**src/rtl/uart_rx_fifo_core_if.sv**
```systemverilog
//------------------------------------------------------------------------------
// Module  : uart_rx_fifo_core_if
// Brief   : RX FIFO read-side bundle between the UART RX core and the APB slice.
// Rev     : 1.0  initial release
//------------------------------------------------------------------------------
`default_nettype none

interface uart_rx_fifo_core_if #(
    parameter int FIFO_DEPTH = 16
);
    logic                          rd_en_i;
    logic                          fifo_clr_i;
    logic                          ovr_clr_i;
    logic [7:0]                    rd_data_o;
    logic                          rd_pe_o;
    logic                          rd_fe_o;
    logic                          rd_bi_o;
    logic                          rx_valid_o;
    logic [$clog2(FIFO_DEPTH):0]   fifo_level_o;
    logic                          overrun_o;
    logic                          timeout_o;

    modport master (
        output rd_en_i, fifo_clr_i, ovr_clr_i,
        input  rd_data_o, rd_pe_o, rd_fe_o, rd_bi_o, rx_valid_o,
               fifo_level_o, overrun_o, timeout_o
    );

    modport slave (
        input  rd_en_i, fifo_clr_i, ovr_clr_i,
        output rd_data_o, rd_pe_o, rd_fe_o, rd_bi_o, rx_valid_o,
               fifo_level_o, overrun_o, timeout_o
    );
endinterface

`default_nettype wire

```
**src/rtl/uart_rx_fifo_core.sv**
```systemverilog
//------------------------------------------------------------------------------
// Module  : uart_rx_fifo_core
// Brief   : Oversampling UART deframer feeding a FWFT RX FIFO with error flags.
//           Optional character timeout enabled by macro UART_RX_TIMEOUT_EN.
// Rev     : 1.0  initial release
//------------------------------------------------------------------------------
`default_nettype none

module uart_rx_fifo_core #(
    parameter int OVERSAMPLE = 16,
    parameter int FIFO_DEPTH = 16,
    parameter int DIV_W      = 16
) (
    input  wire logic             clk_i,
    input  wire logic             rst_n_i,
    input  wire logic [DIV_W-1:0] baud_div_i,
    input  wire logic [1:0]       cfg_wls_i,
    input  wire logic             cfg_stb_i,
    input  wire logic             cfg_pen_i,
    input  wire logic             cfg_eps_i,
    input  wire logic             uart_rx_i,
    uart_rx_fifo_core_if.slave    rd_if
);
    localparam int AW = $clog2(FIFO_DEPTH);
    localparam int LW = AW + 1;
    localparam int OW = $clog2(OVERSAMPLE);
    localparam int EW = 11;

    typedef enum logic [2:0] {
        S_IDLE, S_START, S_DATA, S_PARITY, S_STOP, S_WAIT_HIGH
    } state_t;

    // Synchroniser resets to idle-high so release of reset cannot fake a start bit
    logic [1:0]       sync_q, sync_d;
    logic             rx_s;
    logic [DIV_W-1:0] div_cnt_q, div_cnt_d, div_last;
    logic             tick;

    always_comb begin
        sync_d    = {sync_q[0], uart_rx_i};
        rx_s      = sync_q[1];
        div_last  = (baud_div_i == '0) ? '0 : baud_div_i - 1'b1;
        tick      = (div_cnt_q >= div_last);
        div_cnt_d = tick ? '0 : div_cnt_q + 1'b1;
    end

    always_ff @(posedge clk_i) begin
        if (!rst_n_i) begin
            sync_q    <= 2'b11;
            div_cnt_q <= '0;
        end else begin
            sync_q    <= sync_d;
            div_cnt_q <= div_cnt_d;
        end
    end

    state_t          state_q;
    logic [OW-1:0]   os_cnt_q, samp_pt;
    logic            samp;
    logic [2:0]      bit_idx_q;
    logic [7:0]      shift_q;
    logic            par_q, pe_q;
    logic [1:0]      wls_q;
    logic            stb_q, pen_q, eps_q;
    logic            push_q;
    logic [EW-1:0]   push_data_q;

    always_comb begin
        samp_pt = (state_q == S_START) ? OW'(OVERSAMPLE/2 - 1) : OW'(OVERSAMPLE - 1);
        samp    = tick && (os_cnt_q == samp_pt);
    end

    always_ff @(posedge clk_i) begin
        if (!rst_n_i) begin
            state_q     <= S_IDLE;
            os_cnt_q    <= '0;
            bit_idx_q   <= '0;
            shift_q     <= '0;
            par_q       <= 1'b0;
            pe_q        <= 1'b0;
            wls_q       <= '0;
            stb_q       <= 1'b0;
            pen_q       <= 1'b0;
            eps_q       <= 1'b0;
            push_q      <= 1'b0;
            push_data_q <= '0;
        end else begin
            push_q <= 1'b0;
            if (tick && (state_q inside {S_START, S_DATA, S_PARITY, S_STOP}))
                os_cnt_q <= samp ? '0 : os_cnt_q + 1'b1;
            case (state_q)
                S_IDLE: if (!rx_s) begin
                    state_q   <= S_START;
                    os_cnt_q  <= '0;
                    bit_idx_q <= '0;
                    shift_q   <= '0;
                    par_q     <= 1'b0;
                    pe_q      <= 1'b0;
                    wls_q     <= cfg_wls_i;
                    stb_q     <= cfg_stb_i;
                    pen_q     <= cfg_pen_i;
                    eps_q     <= cfg_eps_i;
                end
                S_START: if (samp) state_q <= rx_s ? S_IDLE : S_DATA;
                S_DATA: if (samp) begin
                    shift_q[bit_idx_q] <= rx_s;
                    bit_idx_q          <= bit_idx_q + 1'b1;
                    // last data bit index is word length - 1 = wls + 4
                    if (bit_idx_q == {1'b1, wls_q})
                        state_q <= pen_q ? S_PARITY : S_STOP;
                end
                S_PARITY: if (samp) begin
                    par_q   <= rx_s;
                    pe_q    <= (((^shift_q) ^ rx_s) == eps_q);
                    state_q <= S_STOP;
                end
                S_STOP: if (samp) begin
                    push_q      <= 1'b1;
                    push_data_q <= {(shift_q == '0) && !par_q && !rx_s, !rx_s, pe_q, shift_q};
                    state_q     <= rx_s ? S_IDLE : S_WAIT_HIGH;
                end
                S_WAIT_HIGH: if (rx_s) state_q <= S_IDLE;
                default: state_q <= S_IDLE;
            endcase
        end
    end

    logic [EW-1:0]   mem_q [FIFO_DEPTH];
    logic [AW-1:0]   wr_ptr_q, wr_ptr_d, rd_ptr_q, rd_ptr_d;
    logic [LW-1:0]   count_q, count_d;
    logic            ovr_q, ovr_d;
    logic            full, empty, pop, wr;
    logic [EW-1:0]   head;

    always_comb begin
        full  = (count_q == LW'(FIFO_DEPTH));
        empty = (count_q == '0);
        pop   = rd_if.rd_en_i && !empty;
        wr    = push_q && (!full || pop) && !rd_if.fifo_clr_i;
        head  = empty ? '0 : mem_q[rd_ptr_q];
        if (rd_if.fifo_clr_i) begin
            wr_ptr_d = '0;
            rd_ptr_d = '0;
            count_d  = '0;
        end else begin
            wr_ptr_d = wr_ptr_q + AW'(wr);
            rd_ptr_d = rd_ptr_q + AW'(pop);
            count_d  = count_q + LW'(wr) - LW'(pop);
        end
        // a push lost to a flush is not an overrun
        if (push_q && full && !pop && !rd_if.fifo_clr_i)
            ovr_d = 1'b1;
        else if (rd_if.ovr_clr_i)
            ovr_d = 1'b0;
        else
            ovr_d = ovr_q;
    end

    always_ff @(posedge clk_i) begin
        if (!rst_n_i) begin
            wr_ptr_q <= '0;
            rd_ptr_q <= '0;
            count_q  <= '0;
            ovr_q    <= 1'b0;
        end else begin
            wr_ptr_q <= wr_ptr_d;
            rd_ptr_q <= rd_ptr_d;
            count_q  <= count_d;
            ovr_q    <= ovr_d;
        end
    end

    always_ff @(posedge clk_i) begin
        if (wr) mem_q[wr_ptr_q] <= push_data_q;
    end

    assign rd_if.rd_data_o    = head[7:0];
    assign rd_if.rd_pe_o      = head[8];
    assign rd_if.rd_fe_o      = head[9];
    assign rd_if.rd_bi_o      = head[10];
    assign rd_if.rx_valid_o   = !empty;
    assign rd_if.fifo_level_o = count_q;
    assign rd_if.overrun_o    = ovr_q;

`ifdef UART_RX_TIMEOUT_EN
    localparam int TW = $clog2(48*OVERSAMPLE + 1);
    logic [TW-1:0] to_cnt_q, to_cnt_d, to_lim;
    logic [3:0]    frame_bits;

    always_comb begin
        frame_bits = 4'd7 + {2'b00, wls_q} + {3'b000, pen_q} + {3'b000, stb_q};
        to_lim     = TW'(frame_bits) * TW'(4*OVERSAMPLE);
        if (push_q || pop || rd_if.fifo_clr_i || empty)
            to_cnt_d = '0;
        else if (tick && (to_cnt_q < to_lim))
            to_cnt_d = to_cnt_q + 1'b1;
        else
            to_cnt_d = to_cnt_q;
    end

    always_ff @(posedge clk_i) begin
        if (!rst_n_i) to_cnt_q <= '0;
        else          to_cnt_q <= to_cnt_d;
    end

    assign rd_if.timeout_o = (to_cnt_q >= to_lim);
`else
    logic unused_stb;
    assign unused_stb      = stb_q;
    assign rd_if.timeout_o = 1'b0;
`endif

endmodule

`default_nettype wire
```
**src/flat_wrapper.sv**
```systemverilog
// flat-port wrapper written by rule: the top's interface ports become plain ports
module uart_rx_fifo_core_flat 
#(
    parameter int OVERSAMPLE = 16,
    parameter int FIFO_DEPTH = 16,
    parameter int DIV_W      = 16
)
  (clk_i, rst_n_i, baud_div_i, cfg_wls_i, cfg_stb_i, cfg_pen_i, cfg_eps_i, uart_rx_i, rd_if_rd_en_i, rd_if_fifo_clr_i, rd_if_ovr_clr_i, rd_if_rd_data_o, rd_if_rd_pe_o, rd_if_rd_fe_o, rd_if_rd_bi_o, rd_if_rx_valid_o, rd_if_fifo_level_o, rd_if_overrun_o, rd_if_timeout_o);
  uart_rx_fifo_core_if #(.FIFO_DEPTH(FIFO_DEPTH)) rd_if_i ();
  input  wire logic clk_i;
  input  wire logic rst_n_i;
  input  wire logic [DIV_W-1:0] baud_div_i;
  input  wire logic [1:0] cfg_wls_i;
  input  wire logic cfg_stb_i;
  input  wire logic cfg_pen_i;
  input  wire logic cfg_eps_i;
  input  wire logic uart_rx_i;
  input wire logic [$bits(rd_if_i.rd_en_i)-1:0] rd_if_rd_en_i;
  input wire logic [$bits(rd_if_i.fifo_clr_i)-1:0] rd_if_fifo_clr_i;
  input wire logic [$bits(rd_if_i.ovr_clr_i)-1:0] rd_if_ovr_clr_i;
  output wire logic [$bits(rd_if_i.rd_data_o)-1:0] rd_if_rd_data_o;
  output wire logic [$bits(rd_if_i.rd_pe_o)-1:0] rd_if_rd_pe_o;
  output wire logic [$bits(rd_if_i.rd_fe_o)-1:0] rd_if_rd_fe_o;
  output wire logic [$bits(rd_if_i.rd_bi_o)-1:0] rd_if_rd_bi_o;
  output wire logic [$bits(rd_if_i.rx_valid_o)-1:0] rd_if_rx_valid_o;
  output wire logic [$bits(rd_if_i.fifo_level_o)-1:0] rd_if_fifo_level_o;
  output wire logic [$bits(rd_if_i.overrun_o)-1:0] rd_if_overrun_o;
  output wire logic [$bits(rd_if_i.timeout_o)-1:0] rd_if_timeout_o;
  assign rd_if_i.rd_en_i = rd_if_rd_en_i;
  assign rd_if_i.fifo_clr_i = rd_if_fifo_clr_i;
  assign rd_if_i.ovr_clr_i = rd_if_ovr_clr_i;
  assign rd_if_rd_data_o = rd_if_i.rd_data_o;
  assign rd_if_rd_pe_o = rd_if_i.rd_pe_o;
  assign rd_if_rd_fe_o = rd_if_i.rd_fe_o;
  assign rd_if_rd_bi_o = rd_if_i.rd_bi_o;
  assign rd_if_rx_valid_o = rd_if_i.rx_valid_o;
  assign rd_if_fifo_level_o = rd_if_i.fifo_level_o;
  assign rd_if_overrun_o = rd_if_i.overrun_o;
  assign rd_if_timeout_o = rd_if_i.timeout_o;
  uart_rx_fifo_core #(.OVERSAMPLE(OVERSAMPLE), .FIFO_DEPTH(FIFO_DEPTH), .DIV_W(DIV_W)) u_core (.clk_i(clk_i), .rst_n_i(rst_n_i), .baud_div_i(baud_div_i), .cfg_wls_i(cfg_wls_i), .cfg_stb_i(cfg_stb_i), .cfg_pen_i(cfg_pen_i), .cfg_eps_i(cfg_eps_i), .uart_rx_i(uart_rx_i), .rd_if(rd_if_i));
endmodule
```
**config.mk**
```make
export PLATFORM = sky130hd
export DESIGN_NAME = uart_rx_fifo_core_flat
export DESIGN_NICKNAME = d
export VERILOG_FILES = /design/src/rtl/uart_rx_fifo_core_if.sv /design/src/rtl/uart_rx_fifo_core.sv /design/src/flat_wrapper.sv
export SDC_FILE = /design/constraint.sdc
export NUM_CORES = 1
export LEC_CHECK = 0
export BUFFER_PORTS_ARGS = -buffer_cell sky130_fd_sc_hd__buf_2
export CORE_MARGIN = 4
export CORE_UTILIZATION = 50
export CTS_CLUSTER_DIAMETER = 150
export DETAILED_ROUTE_END_ITERATION = 8
export GPL_TIMING_DRIVEN = 0
export PLACE_DENSITY_LB_ADDON = 0.05
export RECOVER_POWER = 25
export REMOVE_ABC_BUFFERS = 1
export SYNTH_ARGS = -nofsm -noshare
export SYNTH_HDL_FRONTEND = slang
export SYNTH_SLANG_ARGS = --single-unit
```
**constraint.sdc**
```tcl
create_clock -name clk_i -period 6.34 [get_ports clk_i]
set_input_delay 0.951 -clock clk_i [delete_from_list [all_inputs] [get_ports clk_i]]
set_output_delay 0.951 -clock clk_i [all_outputs]
set_load 0.02 [all_outputs]
```
== After elaboration in Yosys (flattened, before gate mapping) ==
Memory sizes are Yosys's and may differ from the RTL's. A register that Yosys moved wholly into a read port is not among the register bits.
Index checks and enable logic that the tools add are counted.

* Output and inout port bits: 19
* Logic and storage cells: 121
* RAM bits: 176
* Register bits after elaboration: 68
* Memories: 1
* Bits of input ports: 27

{| class="wikitable"
|+ Memories
! name !! words !! width !! rd ports !! clocked after memory_dff !! write ports !! line !! text
|-
| u_core.mem_q || 16 || 11 || 1 || 1 || 1 || uart_rx_fifo_core.sv:128 || <nowiki>logic [EW-1:0] mem_q [FIFO_DEPTH];</nowiki>
|}

* Reductions and logical operators: 35
* Bitwise gates (word level): 3
* Multiplexer cells: 38
* Order comparisons: 3
* $add $sub $neg: 8
* Equality and inequality tests: 16

{| class="wikitable"
|+ Operators by type and width
! operator !! number
|-
| $mux W3 || 11
|-
| $mux W4 || 6
|-
| $pmux W3 S6 || 1
|-
| $add A16 B1 Y16 const B || 1
|-
| $ge A16 B16 Y1 || 1
|-
| $logic_not A16 Y1 || 1
|-
| $mux W16 || 1
|-
| $mux W8 || 2
|-
| $pmux W8 S2 || 1
|-
| $sub A16 B1 Y16 const B || 1
|-
| $logic_and A1 B1 Y1 || 11
|-
| $mux W11 || 1
|-
| $ne A2 B1 Y1 const B || 5
|-
| $mux W1 || 9
|-
| $add A4 B1 Y4 || 2
|-
| $bwmux W8 || 1
|-
| $logic_not A8 Y1 || 1
|-
| $reduce_xor A8 Y1 || 1
|-
| $reduce_and A7 Y1 || 1
|-
| $eq A3 B2 Y1 const B || 2
|-
| $eq A3 B3 Y1 const B || 2
|-
| $logic_not A1 Y1 || 6
|-
| $pmux W3 S2 || 1
|-
| $reduce_and A2 Y1 || 3
|-
| other kinds (24) || 31
|}

== Depth between registers and ports, before layout ==
* Word-level depth: 8
* Mapped depth: 17
* Gate-level depth less buffers: 15

== Worst setup path before layout ==
No wires, ideal clock.

* Path type: in2reg
* Start: input baud_div_i[5]
* End: register u_core.bit_idx_q[1]
* Setup slack: 1.109 ns
* Buffers on the path: 1
* Stages: 15
* Data arrival time: 5.113 ns
* Setup time: 0.117 ns
* Required time: 6.223 ns
* Path through: or4_4 -> or3_4 -> or3_4 -> or3_4 -> or4_4 -> xnor2_1 -> nand2_1 -> ha_1 -> nand4_1 -> nor4_1 -> a31oi_1 -> a311oi_1 -> o21ai_0 -> clkbuf_1 -> a32o_1

* Cells in the longest elaborated chain, start to end: 6
* Elaborated cells between the ends (all ways): 7
* Classes of those cells: 1 x add/sub; 1 x order compare; 1 x eq/ne; 1 x mux; 3 x reduce/logical

{| class="wikitable"
|+ RTL lines
! item !! line !! text
|-
| from (decl) || flat_wrapper.sv:12 || <nowiki>input wire logic [DIV_W-1:0] baud_div_i;</nowiki>
|-
| $sub A16 B1 Y16 or $logic_not A16 Y1 (tied branches) || uart_rx_fifo_core.sv:42 || <nowiki>div_last = (baud_div_i == '0) ? '0 : baud_div_i - 1'b1;</nowiki>
|-
| $mux W16 * || uart_rx_fifo_core.sv:42 ||
|-
| $ge A16 B16 Y1 * || uart_rx_fifo_core.sv:43 || <nowiki>tick = (div_cnt_q >= div_last);</nowiki>
|-
| $logic_and A1 B1 Y1 * || uart_rx_fifo_core.sv:70 || <nowiki>samp = tick && (os_cnt_q == samp_pt);</nowiki>
|-
| $ne A2 B1 Y1 (no source line) * || - ||
|-
| $reduce_and A3 Y1 (no source line) * || - ||
|-
| to (signal assigned) || uart_rx_fifo_core.sv:107 || <nowiki>bit_idx_q <= bit_idx_q + 1'b1;</nowiki>
|-
| to (decl) || uart_rx_fifo_core.sv:60 || <nowiki>logic [2:0] bit_idx_q;</nowiki>
|}

Mark *: on every way between the ends. The rest lies on a longest branch, timed or not.
A chain may end at the register's enable or synchronous reset.

== Final worst setup path ==
* Start: input baud_div_i[5]
* End: register u_core.push_data_q[10]

* Cells in the longest elaborated chain, start to end: 5
* Elaborated cells between the ends (all ways): 6
* Classes of those cells: 1 x add/sub; 1 x order compare; 1 x mux; 3 x reduce/logical

{| class="wikitable"
|+ RTL lines
! item !! line !! text
|-
| $sub A16 B1 Y16 or $logic_not A16 Y1 (tied branches) || uart_rx_fifo_core.sv:42 ||
|-
| $mux W16 * || uart_rx_fifo_core.sv:42 ||
|-
| $ge A16 B16 Y1 * || uart_rx_fifo_core.sv:43 ||
|-
| $logic_and A1 B1 Y1 * || uart_rx_fifo_core.sv:70 ||
|-
| $reduce_and A2 Y1 (no source line) * || - ||
|-
| to (signal assigned) || uart_rx_fifo_core.sv:119 || <nowiki>push_data_q <= {(shift_q == '0) && !par_q && !rx_s, !rx_s, pe_q, shift_q};</nowiki>
|-
| to (decl) || uart_rx_fifo_core.sv:66 || <nowiki>logic [EW-1:0] push_data_q;</nowiki>
|}

Marks and branches as above.

==> parameters.txt <==
Parameter                              Value

Outcome
  Status    complete, no violations

Floorplan
  X dimension of the die    154 um
  Area of the die    23,600 um2
  Count of pins on the block boundary    46
  Die height    154 um
  Initial standard-cell utilization of the core    50.6%
  Placement Rows    53
  Area of the core    21,000 um2

Synth
  Cells taking the most area after synthesis    sky130_fd_sc_hd__edfxtp_1, sky130_fd_sc_hd__dfxtp_1, sky130_fd_sc_hd__mux4_2, sky130_fd_sc_hd__ha_1, sky130_fd_sc_hd__nor2_1
  Cell type contributing the most total cell area after synthesis    sky130_fd_sc_hd__edfxtp_1
  Yosys Warn Count    0
  Netlist area before placement    10,600 um2
  Synthesized instance count    744
  Number of distinct standard cells referenced by the synthesized netlist    52
  Most common library cells after synthesis    sky130_fd_sc_hd__edfxtp_1, sky130_fd_sc_hd__nor2_1, sky130_fd_sc_hd__dfxtp_1
  Number of flip-flops and latches in the synthesized netlist    244
  Sequential element share of the synthesized area    62.6%
  Portion of synthesized cell area occupied by the leading cell type    49.8%
  Average instance area after synthesis    14.3 um2
  Async set-or-reset flop fraction in the synthesized netlist    0%
  Most used standard cell by instance count after synthesis    sky130_fd_sc_hd__edfxtp_1
  Number of flops mapped to enable cells by yosys    176
  Flip-flop cell with the highest count after synthesis    sky130_fd_sc_hd__edfxtp_1

Setup path
  Data required time at the worst endpoint    6.77 ns
  Critical Path, Cell by Cell    buf_2 > or4_4 > or3_4 > or3_4 > or3_4 > or4_4 > xnor2_1 > nand2_1 > ha_1 > nand4_1 > nor4_1 > a31oi_1 > a31oi_1 > nand3_1 > or4_1 > a21oi_1
  Most common cell on crit path    sky130_fd_sc_hd__or3_4
  Critical path startpoint category    primary input
  Setup Crit Path Kind    primary input to register
  Critical path buffer and inverter count    1
  Slowest library cell on the worst path    sky130_fd_sc_hd__or4_1
  Max incr delay on CP    0.72 ns
  Crit path max fanout    13
  Crit path capture type    register
  Worst path top cell family by delay    simple AND/OR/NAND/NOR gates
  Endpoint arrival time on the critical path    6.40 ns

Place
  Routability congestion estimate    0.809
  Dpl cells    1,039
  Detailed-placement wirelength estimate    14.1 mm
  Buffers added on ports    43

Clock network
  Clock Sink Count    244
  CTS Root Cell    sky130_fd_sc_hd__clkbuf_16
  TritonCTS Buffers    26
  Maximum root-to-sink buffer count    3
  CTS H-Tree Depth    1
  CTS clock-pin slew for the worst setup and hold paths    0.06 ns
  Buffer count from post-CTS setup fixing    0
  TritonCTS clock tree    yes
  Worst-skew pair later-pin latency    0.53 ns
  Total of hold buffers inserted after clock tree synthesis    0
  PostCTS Resize Cnt    0

Drt
  Drt total wl    21.7 mm
  Average vias per placed instance    5.61
  Met2 Wirelength    11.5 mm
  Residual DRC count    0
  Detailed-route via count    6,112
  1st-iter DRT viols    344
  Post-detailed-route wirelength per cell    19.9 um
  Iteration count of the initial detailed-routing pass    5
  Met3 wirelength from detailed routing    848 um
  Routed met1 length    9.05 mm
  Top Layer Used    met4
  Post-detailed-route count of antenna-violating nets    0

STA
  Min cycle time layout    5.96 ns
  Actual slew at the worst max-slew pin    1.36 ns
  Final Slew Violations    0
  Maximum achievable frequency    168 MHz
  TNS Setup    0 ns
  Worst rel slew slack    8.88%
  Period Utilization, post-route    94.1%
  Unrepaired setup endpoints after global routing    false
  Final setup fails    0
  Setup clock skew after layout    0.0222 ns
  Final hold violations    0

Flow run
  # Max-Cap Violations    0

Pwr
  Leakage power figure    4.75 nW
  Power consumption    3.57 mW
  Power density normalized to cell area    295 nW/um2
  Maximum resistive drop on vdd    0.212 mV

Global route
  Vias in the first global route    6,289
  Wire length of the first global-routing pass    34.5 mm
  Maximum number of pins on one net before global-route repair    32
  Overflow left after global routing    0
  Antenna violations before repair    0
  Overall routing resource usage    18.5%

Finish
  Total inserted antenna cells    0
  Final cell count without fillers    1,090
  Fillcell total    1,710
  Storage cell area    6650 um2
  Number of nets in the final layout    858
  Share of final-layout standard cells stronger than drive strength 1    20.5%
  Multi-input combinational cell area    3730 um2
  Post-synthesis to final-layout area growth    14.0%

Worst hold path
  Worst hold path type    register to register
[metrics by stage]
| step | setup slack (ns) | hold slack, ns | util [%] | instance area (um2) |
|---|---|---|---|---|
| 2_1_floorplan | 0.831 | 0.386 | - | 10500 |
| 3_3_place_gp | 0.0245 | 0.397 | 52.6 | 11000 |
| 3_5_place_dp | -0.149 | 0.407 | 53.4 | 11200 |
| 4_1_cts | 0.352 | 0.421 | 57.5 | 12100 |
| 5_1_grt | 0.0213 | 0.458 | 57.7 | 12100 |
| 6_report | 0.376 | 0.411 | 57.7 | 12100 |
[layout by cell type, fill, tap and decap left out, types with 18 or more instances in the layout]
cell | synthesis | layout
sky130_fd_sc_hd__a21oi_1 | 28 | 28
sky130_fd_sc_hd__buf_2 | 2 | 43
sky130_fd_sc_hd__clkbuf_16 | 0 | 26
sky130_fd_sc_hd__dfxtp_1 | 68 | 66
sky130_fd_sc_hd__edfxtp_1 | 176 | 176
sky130_fd_sc_hd__ha_1 | 35 | 35
sky130_fd_sc_hd__inv_1 | 30 | 30
sky130_fd_sc_hd__mux4_2 | 55 | 55
sky130_fd_sc_hd__nand2_1 | 45 | 45
sky130_fd_sc_hd__nand3_1 | 28 | 28
sky130_fd_sc_hd__nor2_1 | 72 | 71
sky130_fd_sc_hd__xnor2_1 | 18 | 18
sky130_fd_sc_hd__xor2_1 | 25 | 25
[sequential cells by signal, summed over array words and instances (netlist names), 2 cells and up]
name / cells
u_core.mem_q: 176
u_core.div_cnt_q: 16
u_core.push_data_q: 11
u_core.shift_q: 8
u_core.rd_if.fifo_level_o: 5
u_core.os_cnt_q: 4
u_core.rd_ptr_q: 4
u_core.wr_ptr_q: 4
u_core.bit_idx_q: 3
u_core.state_q: 3
u_core.sync_q: 2
u_core.wls_q: 2
[per-layer routing]
metal  GRT usage (%)  vias up
li1                -     2894
met1            24.3     3075
met2            33.5      118
met3            2.53       25
met4            3.45        0
met5               0        -
[power by group]
| group | switching, mW | total, mW | internal, mW |
|---|---|---|---|
| clock network | 0.586 | 1.51 | 0.921 |
| registers | 0.0282 | 1.73 | 1.70 |
| logic | 0.199 | 0.332 | 0.133 |
| total | 0.814 | 3.57 | 2.76 |
[worst paths after layout]
check	from	endpoint	slack, ns	depth (start not counted)
setup / recovery	baud_div_i[5]	u_core.push_data_q[10]$_SDFFE_PN0P_	0.38	16
hold / removal	u_core.sync_q[0]$_SDFF_PN1_	u_core.sync_q[1]$_SDFF_PN1_	0.41	1
setup reg to reg	u_core.div_cnt_q[13]$_SDFF_PP0_	u_core.push_data_q[10]$_SDFFE_PN0P_	2.87	8
hold reg to reg	u_core.sync_q[0]$_SDFF_PN1_	u_core.sync_q[1]$_SDFF_PN1_	0.41	1
[area by class of cell]
cell class | count | area share, %
Sequential cell | 244 | 55.0
Tap cell | 275 | 2.85
Clock inverter | 8 | 1.09
Inverter | 30 | 0.931
Timing Repair Buffer | 56 | 3.17
Clock buffer | 40 | 6.06
Multi-Input combinational cell | 437 | 30.9
[cells by family (layout without fill, tap and decap cells)]
family / count (synthesis) / after routing / synth area share [%]
buf+inv: 63 / 134 / 2.36
fa+ha+maj: 36 / 36 / 4.32
xor+xnor: 43 / 43 / 3.55
mux: 68 / 68 / 12.9
flops: 244 / 244 / 62.6
simple gates: 225 / 225 / 10.6
other cells: 1 / 1 / 0.0353
compound gates: 64 / 64 / 3.61
Power figures use the tool's default switching activity.
